--- config.mk ---
export PLATFORM = sky130hd
export DESIGN_NAME = rf_wb_arbiter
export DESIGN_NICKNAME = d
export VERILOG_FILES = /design/src/rtl/rf_pkg.sv /design/src/rtl/rf_starve_counter.sv /design/src/rtl/rf_wb_arbiter.sv
export SDC_FILE = /design/constraint.sdc
export NUM_CORES = 1
export LEC_CHECK = 0
export ABC_AREA = 1
export BUFFER_PORTS_ARGS = -buffer_cell sky130_fd_sc_hd__clkbuf_2
export CAP_MARGIN = 20
export CORE_ASPECT_RATIO = 0.6
export CORE_MARGIN = 10
export CORE_UTILIZATION = 51
export DETAILED_ROUTE_END_ITERATION = 7
export GPL_TIMING_DRIVEN = 0
export PLACE_DENSITY = 0.86
export SLEW_MARGIN = 25
export SYNTH_ARGS = -nofsm -noshare
export SYNTH_HDL_FRONTEND = slang
export SYNTH_SLANG_ARGS = --single-unit
--- constraint.sdc ---
create_clock -name clk -period 3.89 [get_ports clk]
set_input_delay 0.389 -clock clk [delete_from_list [all_inputs] [get_ports clk]]
set_output_delay 0.389 -clock clk [all_outputs]
set_load 0.1 [all_outputs]
--- src/rtl/rf_pkg.sv ---
// Shared types and constants for the register-file writeback arbiter.
package rf_pkg;

  localparam int REG_ADDR_W = 5;
  localparam int XLEN       = 32;
  // Width of the port-1 starvation counter; holds limits up to 15.
  localparam int CNT_W      = 4;

  typedef struct packed {
    logic                  valid;
    logic [REG_ADDR_W-1:0] rd;
    logic [XLEN-1:0]       data;
  } wb_req_t;

  typedef enum logic {
    NORMAL = 1'b0,
    FORCE1 = 1'b1
  } arb_state_e;

endpackage

--- src/rtl/rf_starve_counter.sv ---
// Port-1 starvation counter: clears on grant or idle, counts waiting
// cycles, saturates at the limit and flags the cycle the limit is reached.
module rf_starve_counter
  import rf_pkg::*;
#(
  parameter int STARVE_LIMIT = 4
) (
  input  logic             clk,
  input  logic             reset,
  input  logic             wait_i,
  input  logic             clear_i,
  output logic [CNT_W-1:0] cnt_o,
  output logic             hit_o
);

  localparam logic [CNT_W-1:0] LIMIT = CNT_W'(STARVE_LIMIT);

  logic [CNT_W-1:0] cnt_q;
  logic [CNT_W-1:0] cnt_d;
  logic [CNT_W-1:0] inc;

  // Next count and limit flag; the flag fires on the increment that reaches LIMIT.
  always_comb begin
    inc   = cnt_q + CNT_W'(1);
    cnt_d = cnt_q;
    hit_o = 1'b0;
    if (clear_i) begin
      cnt_d = '0;
    end else if (wait_i && (cnt_q != LIMIT)) begin
      cnt_d = inc;
      hit_o = (inc == LIMIT);
    end
  end

  // Count register.
  always_ff @(posedge clk or posedge reset) begin
    if (reset) begin
      cnt_q <= '0;
    end else begin
      cnt_q <= cnt_d;
    end
  end

  assign cnt_o = cnt_q;

endmodule

--- src/rtl/rf_wb_arbiter.sv ---
// Two-port writeback arbiter for the register file's single write port.
// Port 0 (pipeline) has fixed priority; port 1 (long-latency unit) is
// forced through after STARVE_LIMIT waiting cycles. The winning write is
// registered one cycle ahead of the register-file write.
module rf_wb_arbiter #(
  parameter int STARVE_LIMIT = 4,
  parameter int XLEN         = 32
) (
  input  logic                          clk,
  input  logic                          reset,
  input  logic                          p0_valid,
  output logic                          p0_ready,
  input  logic [rf_pkg::REG_ADDR_W-1:0] p0_rd,
  input  logic [XLEN-1:0]               p0_data,
  input  logic                          p1_valid,
  output logic                          p1_ready,
  input  logic [rf_pkg::REG_ADDR_W-1:0] p1_rd,
  input  logic [XLEN-1:0]               p1_data,
  output logic                          rf_we,
  output logic [rf_pkg::REG_ADDR_W-1:0] rf_a3,
  output logic [XLEN-1:0]               rf_wd3,
  output logic [rf_pkg::CNT_W-1:0]      starve_cnt
);

  rf_pkg::arb_state_e state_q;
  rf_pkg::arb_state_e state_d;

  logic                          p1_wait;
  logic                          p1_clear;
  logic                          starve_hit;

  logic                          rf_we_q;
  logic                          rf_we_d;
  logic [rf_pkg::REG_ADDR_W-1:0] rf_a3_q;
  logic [rf_pkg::REG_ADDR_W-1:0] rf_a3_d;
  logic [XLEN-1:0]               rf_wd3_q;
  logic [XLEN-1:0]               rf_wd3_d;

  // Grants: fixed priority in NORMAL, port 1 only in FORCE1, none during reset.
  always_comb begin
    p0_ready = 1'b0;
    p1_ready = 1'b0;
    if (!reset) begin
      case (state_q)
        rf_pkg::FORCE1: p1_ready = p1_valid;
        default: begin
          p0_ready = p0_valid;
          p1_ready = p1_valid && !p0_valid;
        end
      endcase
    end
  end

  assign p1_wait  = p1_valid && !p1_ready;
  assign p1_clear = p1_ready || !p1_valid;

  rf_starve_counter #(
    .STARVE_LIMIT (STARVE_LIMIT)
  ) u_starve (
    .clk     (clk),
    .reset   (reset),
    .wait_i  (p1_wait),
    .clear_i (p1_clear),
    .cnt_o   (starve_cnt),
    .hit_o   (starve_hit)
  );

  // Next state: FORCE1 lasts exactly one cycle, entered when the wait hits the limit.
  always_comb begin
    state_d = state_q;
    case (state_q)
      rf_pkg::FORCE1: state_d = rf_pkg::NORMAL;
      default: if (starve_hit) state_d = rf_pkg::FORCE1;
    endcase
  end

  // State register.
  always_ff @(posedge clk or posedge reset) begin
    if (reset) begin
      state_q <= rf_pkg::NORMAL;
    end else begin
      state_q <= state_d;
    end
  end

  // Select the granted write; x0 writes are accepted but never reach the port.
  always_comb begin
    rf_we_d  = 1'b0;
    rf_a3_d  = rf_a3_q;
    rf_wd3_d = rf_wd3_q;
    if (p0_ready && (p0_rd != '0)) begin
      rf_we_d  = 1'b1;
      rf_a3_d  = p0_rd;
      rf_wd3_d = p0_data;
    end else if (p1_ready && (p1_rd != '0)) begin
      rf_we_d  = 1'b1;
      rf_a3_d  = p1_rd;
      rf_wd3_d = p1_data;
    end
  end

  // Write-port register; reset clears a pending write immediately.
  always_ff @(posedge clk or posedge reset) begin
    if (reset) begin
      rf_we_q  <= 1'b0;
      rf_a3_q  <= '0;
      rf_wd3_q <= '0;
    end else begin
      rf_we_q  <= rf_we_d;
      rf_a3_q  <= rf_a3_d;
      rf_wd3_q <= rf_wd3_d;
    end
  end

  assign rf_we  = rf_we_q;
  assign rf_a3  = rf_a3_q;
  assign rf_wd3 = rf_wd3_q;

endmodule
Word level (Yosys, flattened, before mapping)
Index checks and enable logic that the tools add are counted.
{"block": "totals", "word_cells": 37, "inputBits": 78, "out_inout_bits": 44, "regBits": 43}
{"block": "classes", "reduce_logical": 13, "muxes": 16, "addsub": 1, "eq_ne": 2}
{"op": "$mux W32", "n": 2}
{"op": "$mux W1", "n": 10}
{"op": "$mux W5", "n": 2}
{"op": "$reduce_bool A5 Y1", "n": 2}
{"op": "$mux W4", "n": 2}
{"op": "$logic_and A1 B1 Y1", "n": 5}
{"op": "$add A4 B1 Y4 const B", "n": 1}
{"op": "$eq A4 B3 Y1 const B", "n": 1}
{"op": "$ne A4 B3 Y1 const B", "n": 1}
{"op": "$reduce_bool A2 Y1", "n": 2}
{"op": "$logic_not A1 Y1", "n": 3}
{"op": "$logic_or A1 B1 Y1", "n": 1}

Depth between registers and ports, before layout
Gate-level depths: netlist (run 1).
{"block": "logic_depth", "depth_word": 11, "mapped_depth": 10}

Cells and area by module
A second synthesis (run 1) with hierarchy kept.
{"block": "unflattened", "hier_cells": 335, "area_unflattened_um2": 2481.1}
{"mod": "rf_wb_arbiter", "area_each_um2": 2215.9, "n_inst": 1, "seq_area_each_um2": 975.9, "cells_each": 298}
{"mod": "rf_starve_counter", "area_each_um2": 265.3, "n_inst": 1, "seq_area_each_um2": 100.1, "cells_each": 37}

Worst setup path before layout (run 1)
Ideal clock, no wire load.
{"block": "synth_timing", "path_type": "input port to flip-flop", "start": "input reset", "end": "register rf_wd3_q[10], in the netlist rf_wd3[10]", "setup_time_ns": 0.120, "required_ns": 3.770, "setup_slack_ns": 1.623, "arrival_ns": 2.147, "path_stages": 9, "n_path_buf": 1, "path_cell_list": "inv_2 nand2_2 nor2_4 nand2_2 nand2_4 inv_4 buf_2 nand2_1 nand2_1"}
{"block": "synth_between", "elab_chain_len": 3}
{"item": "from (decl)", "line_no": "rf_wb_arbiter.sv:10", "text": "input logic reset,"}
{"item": "$mux W1", "line_no": "rf_wb_arbiter.sv:43", "text": "if (!reset) begin"}
{"item": "via p1_ready", "line_no": "rf_wb_arbiter.sv:16", "text": "output logic p1_ready,"}
{"item": "$logic_and A1 B1 Y1", "line_no": "rf_wb_arbiter.sv:95", "text": "end else if (p1_ready && (p1_rd != '0)) begin"}
{"item": "$reduce_bool A2 Y1 (no line)"}
{"item": "to (signal assigned)", "line_no": "rf_wb_arbiter.sv:111", "text": "rf_wd3_q <= rf_wd3_d;"}
{"item": "to (decl)", "line_no": "rf_wb_arbiter.sv:36", "text": "logic [XLEN-1:0] rf_wd3_q;"}
The timed path passes the listed nets, and every way through them passes these cells.
A chain may end at the register's enable or synchronous reset.

Worst setup path after layout (run 1)
{"block": "layout_timing", "start": "input reset", "end": "output p1_ready"}
{"block": "layout_between", "elab_chain_len": 1}
{"item": "$mux W1", "line_no": "rf_wb_arbiter.sv:43"}
{"item": "to (decl)", "line_no": "rf_wb_arbiter.sv:16"}
No other way between the ends.

==> results.json, run 1 <==
{
  "status": "finished clean",
  "arrival_ps": 1830,
  "detail_route.wirelength_um": 7530,
  "grt.total_usage": 0.170,
  "fin_tns_setup_ps": 0,
  "min_period_ps": 2220,
  "ys_ff_latch": 43,
  "maxClockFrequency_ghz": 0.451,
  "peakVddDrop_v": 0.000275,
  "slowest_stage": "clkinv_2",
  "clock-root-buffer": "clkbuf_8",
  "worstPathMaxFanout": 45,
  "hold_violations": 0,
  "drc": 0,
  "tightest_slew_ps": 742,
  "crit_path_start_kind": "primary input",
  "cts.clk_slew.worst_paths_ps": 80,
  "die_w_um": 114,
  "grt_pass1_wl_um": 12500,
  "cpPeakStageDelay_ps": 580,
  "die_area_sq_um": 8660,
  "p_leak_nw": 2.03,
  "nets": 536,
  "ys_warn_count": 0,
  "num_vias": 2541,
  "syn_inst": 327,
  "ant_nets": 0,
  "fin_worst_skew_ps": 2.62,
  "drive_above_1_share": 0.401,
  "clock_latency_ps": 280,
  "ys_seq_area_frac": 0.401,
  "antenna_found_initial": 0,
  "cts_hold_buf": 0,
  "setup_viol": 0,
  "fin_crit_sh": 0.570,
  "grt_overflow_total": 0,
  "crit_required_ps": 3500,
  "boundaryPins": 122,
  "antenna_cells": 0,
  "synth_nets": 408,
  "clockBufferDepth": 2,
  "drtPass1Iterations": 4,
  "numCtsBuffers": 5,
  "criticalPathCategory": "in -> out",
  "dp.cells": 514,
  "numPortBuffers": 121,
  "final_cell_mix": "nand2_1, clkbuf_2, inv_1, dfrtp_1, nand3b_1",
  "grt_pass1_vias": 2655,
  "wl_per_cell_um": 14.4,
  "slew_violations": 0,
  "drv_cap": 0,
  "power_density_nw_per_um2": 486,
  "rows": 20,
  "syn_area_sq_um": 2680,
  "crit_chain": "clkbuf_2, clkinv_2, nand2_2, nor2_4, clkbuf_2",
  "slew_headroom": 0.505,
  "clock_sinks": 43,
  "htreeDepth": 2,
  "cts_tree": "built",
  "layoutNonFillerInstCount": 522,
  "gp_congestion": 0.852,
  "die_y_um": 76.2,
  "total_power_mw": 1.68,
  "endpoint_kind": "primary output",
  "syn_to_final_growth_pct": 28.7,
  "synth_cell_types": 22,
  "hold_path.class": "in -> async",
  "whs_ps": 238,
  "syn_area_per_cell_sq_um": 8.20,
  "post-cts-setup-buffer-count": 0,
  "start_util": 0.528,
  "mostFrequentLayoutCell": "nand2_1",
  "cpMostUsedCell": "clkbuf_2",
  "via_per_inst": 4.87,
  "cts-resized-gates": 0,
  "grt_max_degree": 46,
  "drtIter0Drc": 171,
  "dpl.hpwl_um": 6040,
  "rsz0062_at_grt": "no",
  "core_sq_um": 5080
}
## cells by family after synthesis
family          synth area share
buf+inv                    0.130
simple gates               0.443
flops                      0.401
fa+ha+maj                 0.0140
compound gates           0.00560
xor+xnor                 0.00653
## worst max-delay path, delay by kind of cell
| family | cells | cell delay (ps) |
|---|---|---|
| buffers and inverters | 3 | 1080 |
| AND/OR/NAND/NOR | 2 | 340 |
## through the flow
step	util	instance area [sq um]	setup WS (ps)
2_1_floorplan	-	2680	1620
3_3_place_gp	0.664	3370	1520
3_5_place_dp	0.664	3370	1510
4_1_cts	0.680	3450	1510
5_1_grt	0.680	3450	1480
6_report	0.680	3450	1670
## power breakdown
group	total (mW)	switching (mW)	leakage, nW	internal (mW)
logic	0.850	0.695	1.46	0.156
registers	0.557	0.0423	0.531	0.515
clock network	0.269	0.143	0.0422	0.126
total	1.68	0.880	2.03	0.797
## path summary, 6_finish.rpt
kind                                        start  cells past startpoint                      to  slack (ps)
max                                         reset                      5                p1_ready        1670
max reg2reg                     state_q$_DFF_PP0_                      8  rf_wd3[30]$_DFFE_PP0P_        2460
max in group asynchronous                   reset                      2  rf_wd3[14]$_DFFE_PP0P_        3200
min                                         reset                      2   rf_wd3[6]$_DFFE_PP0P_         240
min reg2reg                rf_wd3[12]$_DFFE_PP0P_                      2  rf_wd3[12]$_DFFE_PP0P_         480
min in group clk                      p1_data[17]                      5  rf_wd3[17]$_DFFE_PP0P_         410
## registers in the layout (all words and copies together), names as in the netlist
signal / count
state_q: 1
u_starve.cnt_o: 4
rf_we: 1
rf_a3: 5
rf_wd3: 32
## final cells by class
cell class / count / area, sq um
Buffer: 18 / 178
Clock buffer: 7 / 76.3
Clock inverter: 1 / 5.00
Fill cell: 427 / 1630
Inverter: 45 / 173
Multi-Input combinational cell: 221 / 1260
Sequential cell: 43 / 1080
Tap cell: 66 / 82.6
Timing Repair Buffer: 121 / 606
## routing by layer
| layer | share of wire | up-vias | track usage |
|---|---|---|---|
| met5 | 0 | - | 0 |
| met4 | 0.010 | 0 | 0.0341 |
| met3 | 0.11 | 8 | 0.0841 |
| met2 | 0.43 | 116 | 0.254 |
| met1 | 0.45 | 1153 | 0.216 |
| li1 | - | 1264 | - |
## Yosys cell counts
| library cell | instances | share of area |
|---|---|---|
| nor2_4 | 4 | 0.017 |
| buf_12 | 4 | 0.030 |
| nand2_4 | 2 | 0.0084 |
| buf_4 | 7 | 0.020 |
| buf_6 | 2 | 0.0084 |
| o21ai_0 | 3 | 0.0056 |
| nand2_1 | 122 | 0.17 |
| inv_1 | 43 | 0.060 |
| nand3_1 | 12 | 0.022 |
| clkbuf_1 | 1 | 0.0014 |
| nor2_1 | 6 | 0.0084 |
| nand2_2 | 3 | 0.0070 |
| buf_2 | 3 | 0.0056 |
| dfrtp_1 | 43 | 0.40 |
| ha_1 | 3 | 0.014 |
| nand3_2 | 28 | 0.10 |
| xor2_1 | 2 | 0.0065 |
| buf_1 | 1 | 0.0014 |
| inv_4 | 1 | 0.0023 |
| nand3b_1 | 35 | 0.098 |
| nand3_4 | 1 | 0.0065 |
| inv_2 | 1 | 0.0014 |
(Power assumes the default switching activity.)
==> run 2, diff against run 1 <==
Settings changed: ABC_AREA 1 to 0, CORE_UTILIZATION 51 to 40, PLACE_DENSITY 0.86 to 0.77.
Clock period 3.89 ns to 1.9 ns, I/O delays scaled along.
==> run 2 against run 1 <==
  * Die area is 1.6% higher
  * Hold slack worse by 210 ps
  * Wire length up 2.8%
  * First-iteration DRC count grew 1.8%
  * Largest cell class is now registers
  * Critical path type is now reg -> out
  * Cell count is 15% lower
  * Critical path depth is the same
  * Sequential cell count is the same
  * Cell area is 13% lower
  * Critical endpoint unchanged
  * Clock skew barely moved
  * Clock-buffer cell count grew 1
  * Setup slack lost 1600 ps
  * Via count is 7.7% lower
==> results.json, run 2 <==
{
  "antenna_cells": 0,
  "synth_nets": 327,
  "place_area_sq_um": 2870,
  "dpl.hpwl_um": 5990,
  "crit_end": "p1_ready",
  "switching_share": 0.501,
  "total_power_mw": 3.30,
  "cpPeakStageDelay_ps": 430,
  "boundaryPins": 122,
  "syn_to_final_growth_pct": 40.4,
  "crit_chain": "nor2b_1, nand3b_1, inv_4, buf_6, clkbuf_8",
  "setup_viol": 0,
  "peakVddDrop_v": 0.000512,
  "r2r.worst_path.cells": 6,
  "ant_nets": 0,
  "p_leak_nw": 1.44,
  "post-synth-top-area-fraction": 0.501,
  "die_w_um": 115,
  "die_y_um": 76.8,
  "worstSetupPathDepth": 5,
  "ys_top_cells_by_count": "dfrtp_1, nor2_1, o21ai_0",
  "synth_edf_count": 0,
  "wl_per_cell_um": 17.4,
  "clock-root-buffer": "clkbuf_8",
  "r2r_start": "state_q$_DFF_PP0_",
  "crit_required_ps": 1710,
  "grt.total_usage": 0.166,
  "worstPathMaxFanout": 10,
  "fill_cells": 495,
  "ys_seq_area_frac": 0.501,
  "largest_reg_flops": 32,
  "comb_power_share": 0.467,
  "slew_violations": 0,
  "r2r_slack_ps": 160,
  "cts_tree": "built",
  "maxClockFrequency_ghz": 0.560,
  "drtPass1Iterations": 4,
  "grt_overflow_total": 0,
  "htreeDepth": 2,
  "detail_route.wirelength_um": 7740,
  "fin_area_sq_um": 3020,
  "path_buf_inv": 3,
  "ys.flop_type": "dfrtp_1",
  "tightest_slew_ps": 544,
  "mostFrequentLayoutCell": "clkbuf_2",
  "fin_crit_sh": 0.940,
  "clockBufferDepth": 2,
  "seq_area_sq_um": 1080,
  "numPortBuffers": 121,
  "critPathLaunch": "state_q$_DFF_PP0_",
  "hold_violations": 0,
  "crit_path_start_kind": "flop",
  "drv_cap": 0,
  "start_util": 0.419,
  "yosysTopAreaCell": "dfrtp_1",
  "fin_worst_skew_ps": 2.61,
  "antenna_found_initial": 0,
  "synth_cell_types": 31,
  "multi_input_comb_area_sq_um": 967,
  "die_area_sq_um": 8790,
  "num_vias": 2346,
  "status": "finished clean",
  "synth_area_leaders": "dfrtp_1, a31oi_1, o21ai_0, nand3_1, nor2_1",
  "hold_path.class": "in -> async",
  "min_period_ps": 1790,
  "rsz0062_at_grt": "no",
  "gp_congestion": 0.841,
  "r2r-end": "rf_wd3[14]$_DFFE_PP0P_",
  "p_int_mw": 1.64,
  "clock_sinks": 43,
  "power.share.sequential": 0.341,
  "nets": 459,
  "drive_above_1_share": 0.388,
  "critPathTopFamily": "buffers and inverters",
  "syn_area_per_cell_sq_um": 8.73,
  "slowest_stage": "dfrtp_1",
  "syn_inst": 246,
  "slew_headroom": 0.636,
  "core_sq_um": 5130,
  "grt_max_degree": 23,
  "arrival_ps": 1600,
  "p_switching_mw": 1.65,
  "grt_pass1_wl_um": 12200,
  "via_per_inst": 5.27,
  "final_cell_mix": "clkbuf_2, dfrtp_1, nor2_1, o21ai_0, nand3_1",
  "ys_warn_count": 0,
  "syn_area_sq_um": 2150,
  "power_density_nw_per_um2": 1090,
  "finish.utilization": 0.588,
  "ys_ff_latch": 43,
  "synth.most_common_cell": "dfrtp_1",
  "synthArstFlopShare": 1.00,
  "criticalPathCategory": "reg -> out",
  "drc": 0,
  "rows": 20,
  "drtIter0Drc": 174,
  "cts.clk_slew.worst_paths_ps": 80,
  "power_frac_clock": 0.192,
  "clock_latency_ps": 280,
  "grt_pass1_vias": 2457,
  "numCtsBuffers": 5,
  "endpoint_kind": "primary output"
}
run 2: worst register-to-register path: cells and delay by family, from the launching register on:
family | cells | cell delay, ps
AOI/OAI and AO/OA | 1 | 220
DFF | 1 | 430
and+or+nand+nor | 3 | 490
buffers and inverters | 2 | 510
run 2: how the worst min path moves through the flow:
stage	startpoint	end	slack (ps)
3_3_place_gp	p0_rd[2]	rf_a3[2]$_DFFE_PP0P_	440
3_5_place_dp	p0_rd[1]	rf_a3[1]$_DFFE_PP0P_	440
6_report	reset	rf_wd3[4]$_DFFE_PP0P_	30
4_1_cts	reset	rf_wd3[27]$_DFFE_PP0P_	40
2_1_floorplan	reset	rf_a3[0]$_DFFE_PP0P_	190
5_1_grt	reset	rf_wd3[2]$_DFFE_PP0P_	80
run 2: layer usage:
metal,share of wire,track usage,up-vias
met5,0,0,-
met4,0.0022,0.0262,0
met3,0.12,0.0816,2
met2,0.44,0.250,97
met1,0.44,0.212,1094
li1,-,-,1153
run 2: cell families (layout without fill, tap and decap cells):
family	count (synthesis)	after routing	share of synthesized area
compound gates	81	81	0.222
buf+inv	25	158	0.0513
simple gates	92	92	0.199
xor+xnor	1	1	0.00408
flops	43	43	0.501
mux	1	1	0.00466
fa+ha+maj	3	3	0.0175
run 2: through the flow:
stage,worst slack (ps),cells,TNS [ps],hold WS (ps)
after floorplan,-209,246,-6400,192
after global placement,-850,433,-28930,435
after detailed placement,-842,433,-29260,437
after CTS,49.0,444,0,38.2
after global routing,32.1,445,0,77.2
final,113,445,0,32.6
run 2: area by class of cell:
cell class / count / share of cell area
Tap cell: 66 / 0.0274
Clock buffer: 8 / 0.0332
Multi-Input combinational cell: 178 / 0.321
Timing Repair inverter: 2 / 0.00415
Inverter: 4 / 0.00705
Sequential cell: 43 / 0.357
Buffer: 21 / 0.0411
Timing Repair Buffer: 123 / 0.210
run 2: power by group through the flow:
stage,combinational (mW),sequential (mW),clock (mW)
final,1.54,1.13,0.633
after global routing,1.61,1.14,0.687
after CTS,1.54,1.12,0.643
after detailed placement,1.54,1.14,0
after global placement,1.53,1.13,0
after floorplan,0.257,2.10,0
run 2: what timing repair did:
action / in CTS / in global routing
pin swaps: 0 / 0
hold buffers: 1 / 0
setup endpoints to repair: 44 / 2
setup buffers: 0 / 1
resized for setup: 2 / 3
hold endpoints to repair: 10 / 0
cloned: 2 / 0
